**src/rtl/ntt_stage_scheduler_pkg.sv**
```systemverilog
// Shared types and helpers for the NTT stage scheduler.
// BF_LAT_DEF follows the butterfly's reducer/multiplier depths.
package ntt_stage_scheduler_pkg;

  localparam int MODRED_DELAY_DEF = 2;
  localparam int INTMUL_DELAY_DEF = 1;
  localparam int BF_LAT_DEF       = MODRED_DELAY_DEF + INTMUL_DELAY_DEF + 1;

  localparam int LOG_N_DEF = 8;

  typedef enum logic [1:0] {
    ST_IDLE  = 2'd0,
    ST_RUN   = 2'd1,
    ST_DRAIN = 2'd2,
    ST_DONE  = 2'd3
  } sched_state_e;

  // Issue-to-writeback delay: one cycle of RAM read plus the butterfly.
  function automatic int sched_delay(input int bf_lat);
    return bf_lat + 1;
  endfunction

endpackage

```
**src/rtl/ntt_stage_scheduler_if.sv**
```systemverilog
// Control/address bus between the NTT stage scheduler and the
// coefficient RAM, twiddle ROM and dit_butterfly.
// NTT_SCHED_STALL_EN adds the stall input.
interface ntt_stage_scheduler_if #(
  parameter int LOG_N = 8
);
`ifdef NTT_SCHED_STALL_EN
  logic               stall;
`endif
  logic               start;
  logic               busy;
  logic               done;
  logic [LOG_N-1:0]   stage;
  logic               rd_en;
  logic [LOG_N-1:0]   rd_addr_a;
  logic [LOG_N-1:0]   rd_addr_b;
  logic [LOG_N-2:0]   tw_addr;
  logic               bf_mode;
  logic               wr_en;
  logic [LOG_N-1:0]   wr_addr_a;
  logic [LOG_N-1:0]   wr_addr_b;

  modport master (
`ifdef NTT_SCHED_STALL_EN
    input  stall,
`endif
    input  start,
    output busy, done, stage, rd_en, rd_addr_a, rd_addr_b, tw_addr,
           bf_mode, wr_en, wr_addr_a, wr_addr_b
  );

  modport slave (
`ifdef NTT_SCHED_STALL_EN
    output stall,
`endif
    output start,
    input  busy, done, stage, rd_en, rd_addr_a, rd_addr_b, tw_addr,
           bf_mode, wr_en, wr_addr_a, wr_addr_b
  );
endinterface

```
**src/rtl/ntt_stage_scheduler_addr_delay_line.sv**
```systemverilog
// Fixed-depth shift register carrying {rd_en, addr_a, addr_b} forward so the
// write-back strobe/addresses line up with the butterfly outputs.
module ntt_stage_scheduler_addr_delay_line #(
  parameter int W     = 17,
  parameter int DEPTH = 5
) (
  input  logic         clk_i,
  input  logic         rst_ni,
  input  logic [W-1:0] d_i,
  output logic [W-1:0] q_o
);
  logic [W-1:0] pipe_q [DEPTH];

  // Shift every cycle; async clear drops any in-flight write-back.
  always_ff @(posedge clk_i or negedge rst_ni) begin
    if (!rst_ni) begin
      for (int i = 0; i < DEPTH; i++) pipe_q[i] <= '0;
    end else begin
      pipe_q[0] <= d_i;
      for (int i = 1; i < DEPTH; i++) pipe_q[i] <= pipe_q[i-1];
    end
  end

  assign q_o = pipe_q[DEPTH-1];
endmodule

```
**src/rtl/ntt_stage_scheduler.sv**
```systemverilog
// In-place radix-2 DIT NTT sequencer: one butterfly issue per RUN cycle,
// a DRAIN gap of D cycles between stages to clear the RAW hazard, and
// write-back addresses delayed by D to meet the butterfly outputs.
// Optional feature macro: NTT_SCHED_STALL_EN (adds bus.stall).
module ntt_stage_scheduler
  import ntt_stage_scheduler_pkg::*;
#(
  parameter int LOG_N  = LOG_N_DEF,
  parameter int BF_LAT = BF_LAT_DEF
) (
  input  logic                    clk_i,
  input  logic                    rst_ni,
  ntt_stage_scheduler_if.master   bus
);
  localparam int D     = sched_delay(BF_LAT);
  localparam int CNT_W = (D > 1) ? $clog2(D) : 1;
  localparam int TW_W  = LOG_N - 1;
  localparam logic [LOG_N-1:0] HALF_N     = LOG_N'(1) << (LOG_N - 1);
  localparam logic [LOG_N-1:0] LAST_STAGE = LOG_N'(LOG_N - 1);

  function automatic logic [LOG_N-1:0] f_addr_a(input logic [LOG_N-1:0] s,
                                                input logic [LOG_N-1:0] j);
    logic [LOG_N-1:0] half, k, g;
    half = LOG_N'(1) << s;
    k    = j & (half - LOG_N'(1));
    g    = j >> s;
    return (g << (s + LOG_N'(1))) | k;
  endfunction

  function automatic logic [TW_W-1:0] f_tw(input logic [LOG_N-1:0] s,
                                           input logic [LOG_N-1:0] j);
    logic [LOG_N-1:0] half, k;
    half = LOG_N'(1) << s;
    k    = j & (half - LOG_N'(1));
    return TW_W'(k << (LOG_N'(LOG_N - 1) - s));
  endfunction

  sched_state_e       state_q;
  logic [LOG_N-1:0]   stage_q, j_q;
  logic [CNT_W-1:0]   cnt_q;
  logic               busy_q, done_q, rd_en_q;
  logic [LOG_N-1:0]   rd_addr_a_q, rd_addr_b_q;
  logic [TW_W-1:0]    tw_addr_q;
  logic [LOG_N-1:0]   sel_s_d, sel_j_d, addr_a_d, addr_b_d;
  logic [TW_W-1:0]    tw_d;
  logic               stall_w;

`ifdef NTT_SCHED_STALL_EN
  assign stall_w = bus.stall;
`else
  assign stall_w = 1'b0;
`endif

  // Operand/twiddle addresses of the butterfly that issues on the next edge.
  always_comb begin
    sel_s_d = stage_q;
    sel_j_d = j_q;
    case (state_q)
      ST_IDLE:  begin sel_s_d = '0;                  sel_j_d = '0; end
      ST_DRAIN: begin sel_s_d = stage_q + LOG_N'(1); sel_j_d = '0; end
      default:  ;
    endcase
    addr_a_d = f_addr_a(sel_s_d, sel_j_d);
    addr_b_d = addr_a_d + (LOG_N'(1) << sel_s_d);
    tw_d     = f_tw(sel_s_d, sel_j_d);
  end

  // Stage sequencing FSM with registered strobes and addresses; j_q is the
  // index of the next butterfly still to issue in the current stage.
  always_ff @(posedge clk_i or negedge rst_ni) begin
    if (!rst_ni) begin
      state_q     <= ST_IDLE;
      stage_q     <= '0;
      j_q         <= '0;
      cnt_q       <= '0;
      busy_q      <= 1'b0;
      done_q      <= 1'b0;
      rd_en_q     <= 1'b0;
      rd_addr_a_q <= '0;
      rd_addr_b_q <= '0;
      tw_addr_q   <= '0;
    end else begin
      done_q <= 1'b0;
      case (state_q)
        ST_IDLE: begin
          if (bus.start) begin
            state_q     <= ST_RUN;
            busy_q      <= 1'b1;
            stage_q     <= '0;
            j_q         <= LOG_N'(1);
            rd_en_q     <= 1'b1;
            rd_addr_a_q <= addr_a_d;
            rd_addr_b_q <= addr_b_d;
            tw_addr_q   <= tw_d;
          end
        end
        ST_RUN: begin
          if (j_q == HALF_N) begin
            state_q <= ST_DRAIN;
            rd_en_q <= 1'b0;
            cnt_q   <= '0;
          end else if (stall_w) begin
            rd_en_q <= 1'b0;
          end else begin
            j_q         <= j_q + LOG_N'(1);
            rd_en_q     <= 1'b1;
            rd_addr_a_q <= addr_a_d;
            rd_addr_b_q <= addr_b_d;
            tw_addr_q   <= tw_d;
          end
        end
        ST_DRAIN: begin
          if (cnt_q == CNT_W'(D - 1)) begin
            if (stage_q == LAST_STAGE) begin
              state_q <= ST_DONE;
              busy_q  <= 1'b0;
              done_q  <= 1'b1;
            end else begin
              state_q     <= ST_RUN;
              stage_q     <= stage_q + LOG_N'(1);
              j_q         <= LOG_N'(1);
              rd_en_q     <= 1'b1;
              rd_addr_a_q <= addr_a_d;
              rd_addr_b_q <= addr_b_d;
              tw_addr_q   <= tw_d;
            end
          end else begin
            cnt_q <= cnt_q + CNT_W'(1);
          end
        end
        ST_DONE: state_q <= ST_IDLE;
        default: state_q <= ST_IDLE;
      endcase
    end
  end

  ntt_stage_scheduler_addr_delay_line #(
    .W     (1 + 2 * LOG_N),
    .DEPTH (D)
  ) u_wb_delay (
    .clk_i  (clk_i),
    .rst_ni (rst_ni),
    .d_i    ({rd_en_q, rd_addr_a_q, rd_addr_b_q}),
    .q_o    ({bus.wr_en, bus.wr_addr_a, bus.wr_addr_b})
  );

  assign bus.busy      = busy_q;
  assign bus.done      = done_q;
  assign bus.stage     = stage_q;
  assign bus.rd_en     = rd_en_q;
  assign bus.rd_addr_a = rd_addr_a_q;
  assign bus.rd_addr_b = rd_addr_b_q;
  assign bus.tw_addr   = tw_addr_q;
  assign bus.bf_mode   = 1'b0;
endmodule
```
**src/flat_wrapper.sv**
```systemverilog
// flat-port wrapper written by rule: the top's interface ports become plain ports
module ntt_stage_scheduler_flat import ntt_stage_scheduler_pkg::*;
#(
  parameter int LOG_N  = LOG_N_DEF,
  parameter int BF_LAT = BF_LAT_DEF
)
  (clk_i, rst_ni, bus_start, bus_busy, bus_done, bus_stage, bus_rd_en, bus_rd_addr_a, bus_rd_addr_b, bus_tw_addr, bus_bf_mode, bus_wr_en, bus_wr_addr_a, bus_wr_addr_b);
  ntt_stage_scheduler_if #(.LOG_N(LOG_N)) bus_i ();
  input  logic clk_i;
  input  logic rst_ni;
  input wire logic [$bits(bus_i.start)-1:0] bus_start;
  output wire logic [$bits(bus_i.busy)-1:0] bus_busy;
  output wire logic [$bits(bus_i.done)-1:0] bus_done;
  output wire logic [$bits(bus_i.stage)-1:0] bus_stage;
  output wire logic [$bits(bus_i.rd_en)-1:0] bus_rd_en;
  output wire logic [$bits(bus_i.rd_addr_a)-1:0] bus_rd_addr_a;
  output wire logic [$bits(bus_i.rd_addr_b)-1:0] bus_rd_addr_b;
  output wire logic [$bits(bus_i.tw_addr)-1:0] bus_tw_addr;
  output wire logic [$bits(bus_i.bf_mode)-1:0] bus_bf_mode;
  output wire logic [$bits(bus_i.wr_en)-1:0] bus_wr_en;
  output wire logic [$bits(bus_i.wr_addr_a)-1:0] bus_wr_addr_a;
  output wire logic [$bits(bus_i.wr_addr_b)-1:0] bus_wr_addr_b;
  assign bus_i.start = bus_start;
  assign bus_busy = bus_i.busy;
  assign bus_done = bus_i.done;
  assign bus_stage = bus_i.stage;
  assign bus_rd_en = bus_i.rd_en;
  assign bus_rd_addr_a = bus_i.rd_addr_a;
  assign bus_rd_addr_b = bus_i.rd_addr_b;
  assign bus_tw_addr = bus_i.tw_addr;
  assign bus_bf_mode = bus_i.bf_mode;
  assign bus_wr_en = bus_i.wr_en;
  assign bus_wr_addr_a = bus_i.wr_addr_a;
  assign bus_wr_addr_b = bus_i.wr_addr_b;
  ntt_stage_scheduler #(.LOG_N(LOG_N), .BF_LAT(BF_LAT)) u_core (.clk_i(clk_i), .rst_ni(rst_ni), .bus(bus_i));
endmodule
```
**config.mk**
```make
export PLATFORM = sky130hd
export DESIGN_NAME = ntt_stage_scheduler_flat
export DESIGN_NICKNAME = d
export VERILOG_FILES = /design/src/rtl/ntt_stage_scheduler_pkg.sv /design/src/rtl/ntt_stage_scheduler_if.sv /design/src/rtl/ntt_stage_scheduler_addr_delay_line.sv /design/src/rtl/ntt_stage_scheduler.sv /design/src/flat_wrapper.sv
export SDC_FILE = /design/constraint.sdc
export NUM_CORES = 1
export LEC_CHECK = 0
export BUFFER_PORTS_ARGS = -buffer_cell sky130_fd_sc_hd__buf_4
export CAP_MARGIN = 20
export CORE_MARGIN = 4
export CORE_UTILIZATION = 54
export DETAILED_ROUTE_END_ITERATION = 7
export HOLD_SLACK_MARGIN = 0.08
export PLACE_DENSITY = 0.76
export SLEW_MARGIN = 5
export SYNTH_ARGS = -nofsm -noshare
export SYNTH_HDL_FRONTEND = slang
export SYNTH_HIERARCHICAL = 1
export SYNTH_SLANG_ARGS = --single-unit
```
**constraint.sdc**
```tcl
create_clock -name clk_i -period 4.2 [get_ports clk_i]
set_input_delay 0.42 -clock clk_i [delete_from_list [all_inputs] [get_ports clk_i]]
set_output_delay 0.42 -clock clk_i [all_outputs]
set_load 0.02 [all_outputs]
```
==> metrics <==
dpl hpwl=roughly 12 mm; Via density=between 5 and 6; worst min path class=primary input to async pin; reg2reg start=u_core/bus.stage[0]; clock slew at reported path FFs=around 0.060 ns; Critical R2R Capture=u_core/bus.rd_addr_b[7]; final hold vios=0; Overall Global Routing Usage=~28%; Max-Cap Viols=0; Critical Path End Type=flip-flop; Seq cells post-synth=approximately 130; Die Area=around 13000 um2; register area=between 3000 and 4000 um2; initial antenna violation count=0; most frequent cells in the layout=buf_4 (159), dfrtp_1 (125), nand2_1 (67); number of global-route vias before repair=between 5000 and 6000; final standard cell utilization of the core=~73%; Synth Net Count=about 620; first-pass GRT wire length=roughly 28 mm; Post-route DRC=0; Worst-Skew Late Latency=between 0.4 and 0.5 ns; n_diodes=0; Leak=about 3.7 nW; final setup vio count=1; GPL Wtd Cong=0.972; vias=~5200; Max VDD drop=0.594 mV; worst reg2reg path depth=20; reg2reg setup slack=-0.09 ns; area grow syn2layout=31.7%; status=finished, violations left; min cycle time layout=~4.3 ns; kind of critical path=flip-flop to flip-flop; First-pass DRT Iterations=6; drt total wl=between 15 and 20 mm; Worst Path Required=between 4 and 5 ns; Initial DRC Count=588; CTS max path bufs=2; Starting Density=between 50% and 60%; mapped cell area=about 6100 um2; cts hold-fix bufs=0; Startpoint Class=flip-flop; total CTS buffers=17; RSZ-0062 raised after global routing=yes; largest net degree at the start of global routing=69; Die X=~110 um; Area after DPL=between 7000 and 8000 um2; Max Slew Vio Count=0; violated checks=setup timing; Core Rows=38; fmax=about 0.23 GHz; gr ovfl total=0; FILL cells=between 700 and 800; Pwr Density=~350 nW/um2; Final ANT Viol Nets=0; placed insts=about 830; share of the yosys chip area belonging to registers=a little over half; Worst EP arrival=4.59 ns; DR WL/cell=~20 um; Ys Warns=6; final instance area=slightly above 8000 um2; CTS sink cnt=~130; Core Region=11000 um2; Post-Layout Cell Count=881; fraction of layout instances using a drive strength above 1=roughly 33%; worst-margin pin slew=a little over 0.8 ns; TNS Setup=-0.0877 ns; setup ws final=-0.0877 ns; die height=between 100 and 150 um; commonest non-fill, non-tap cell in the layout=buf_4; slew margin rel.=approximately 45%; Multi-input gate area=about 2600 um2; number of enable flip-flop cells after synthesis=0; Synth async-reset ratio=between 90% and 100%; ys flop type=dfrtp_1; Final Skew=0.00688 ns; Final period util=102%; syn_area_per_cell=between 10 and 15 um2; Max Fanout on Critical Path=5; TritonCTS clock tree=yes; CTS root buf=clkbuf_16; Port-buffer cells=53; Ports=55; Synth cell types=just under 70; cells after synthesis=~600; fin nets=between 700 and 800; H-Tree Depth=4
[synthesized netlist by cell type (all sizes together), types with 3 or more instances]
master  count  area (um2)
dfrtp     132        3300
nand2      70         263
nor2       42         158
o21ai      40         200
a21oi      30         150
buf        27         196
clkbuf     25        93.8
nand3      23         115
inv        21        78.8
ha         16         200
nor3       15        75.1
xnor2      12         105
nand4      10        62.6
a31oi       8        50.1
and3        8        50.1
o211ai      8        60.1
mux2        7        78.8
nor4        6        37.5
or3         6        42.5
xor2        6        52.6
o22ai       5        31.3
a32oi       4        35.0
and2        4        25.0
mux2i       4        40.0
o32ai       4        53.8
or4         4        33.8
a211o       3        26.3
a211oi      3        22.5
a21o        3        22.5
a22o        3        26.3
a22oi       3        22.5
a41oi       3        26.3
nand2b      3        26.3
nand3b      3        22.5
nor2b       3        18.8
o21a        3        22.5
o311a       3        30.0
[registers in the layout, indices dropped and copies added (netlist names), 2 cells and up]
| name | cells |
|---|---|
| u_core/bus.rd_addr_b | 8 |
| u_core/state_q | 2 |
| u_core/cnt_q | 3 |
| u_core/bus.stage | 8 |
| u_core/bus.tw_addr | 7 |
| u_core/u_wb_delay/pipe_q | 68 |
| u_core/u_wb_delay/q_o | 17 |
| u_core/bus.rd_addr_a | 8 |
| u_core/j_q | 8 |
[area by class of cell]
type | count | area share, %
Clock buffer | 20 | 5.54
Multi-Input combinational cell | 392 | 32.6
Timing Repair Buffer | 162 | 15.4
Sequential cell | 132 | 41.1
Tap cell | 140 | 2.17
Inverter | 23 | 1.07
Clock inverter | 12 | 2.06
[layer usage]
metal  vias up  global-route usage, %  wire (um)
li1       2376                      -          -
met5         -                      0          0
met3        39                   8.19       1740
met2       276                   43.2       8150
met1      2534                   37.6       7420
met4         0                   10.2        380
[worst max-delay path, stage by stage, from the launching register on]
cell and delay [ns]:
dfrtp_2 0.45, ha_4 0.21, and2_4 0.15, nand3_2 0.07
o22a_1 0.15, and3_4 0.21, nand2_4 0.05, or3_4 0.38
ha_4 0.18, nor2_4 0.11, nand3_2 0.06, or3_4 0.33
a211o_1 0.29, o211ai_1 0.12, ha_1 0.30, nand2_1 0.09
o21ai_2 0.06, o41ai_2 0.32, xor2_1 0.30, nor2_1 0.09
a211o_1 0.26
[through the flow]
stage / hold slack, ns / setup WS (ns) / power [W]
after floorplan: 0.124 / -0.135 / 0.00130
after global placement: 0.332 / -0.0599 / 0.00132
after detailed placement: 0.335 / -0.192 / 0.00132
after CTS: 0.133 / 0.00521 / 0.00287
after global routing: 0.169 / -0.242 / 0.00293
final: 0.102 / -0.0877 / 0.00284
[kinds of logic after synthesis]
family	synth area share (%)
multiplexers	2.31
XOR/XNOR	2.57
other	0.0612
buffers and inverters	6.15
flip-flops	53.9
AO/OA/AOI/OAI	15.5
adder cells (fa/ha/maj)	3.60
AND/OR/NAND/NOR	15.9
[power by group]
| group | switching (W) | internal (W) | leakage [nW] |
|---|---|---|---|
| registers | 0 | 0.00127 | 1.56 |
| logic | 0.0000247 | 0.00000338 | 1.85 |
| clock network | 0.000573 | 0.000962 | 0.298 |
[worst max path at each step]
| stage | from | to | slack, ns | cells after the start |
|---|---|---|---|---|
| 3_5_place_dp | u_core/bus.stage[1] | u_core/bus.rd_addr_b[7] | -0.19 | 20 |
| 3_3_place_gp | u_core/bus.stage[1] | u_core/bus.rd_addr_b[7] | -0.06 | 20 |
| 5_1_grt | u_core/bus.stage[1] | u_core/bus.rd_addr_b[7] | -0.24 | 20 |
| 4_1_cts | u_core/bus.stage[0] | u_core/bus.rd_addr_b[7] | 0.005 | 20 |
| 2_1_floorplan | u_core/bus.stage[1] | u_core/bus.rd_addr_b[7] | -0.13 | 22 |
| 6_report | u_core/bus.stage[0] | u_core/bus.rd_addr_b[7] | -0.09 | 20 |
[what timing repair did]
item	CTS	global route
setup endpoints to repair	1	3
cloned	0	0
pin swaps	10	19
resized for setup	12	23
setup buffers	11	5
Note: power is estimated with default switching activity, not from simulation.
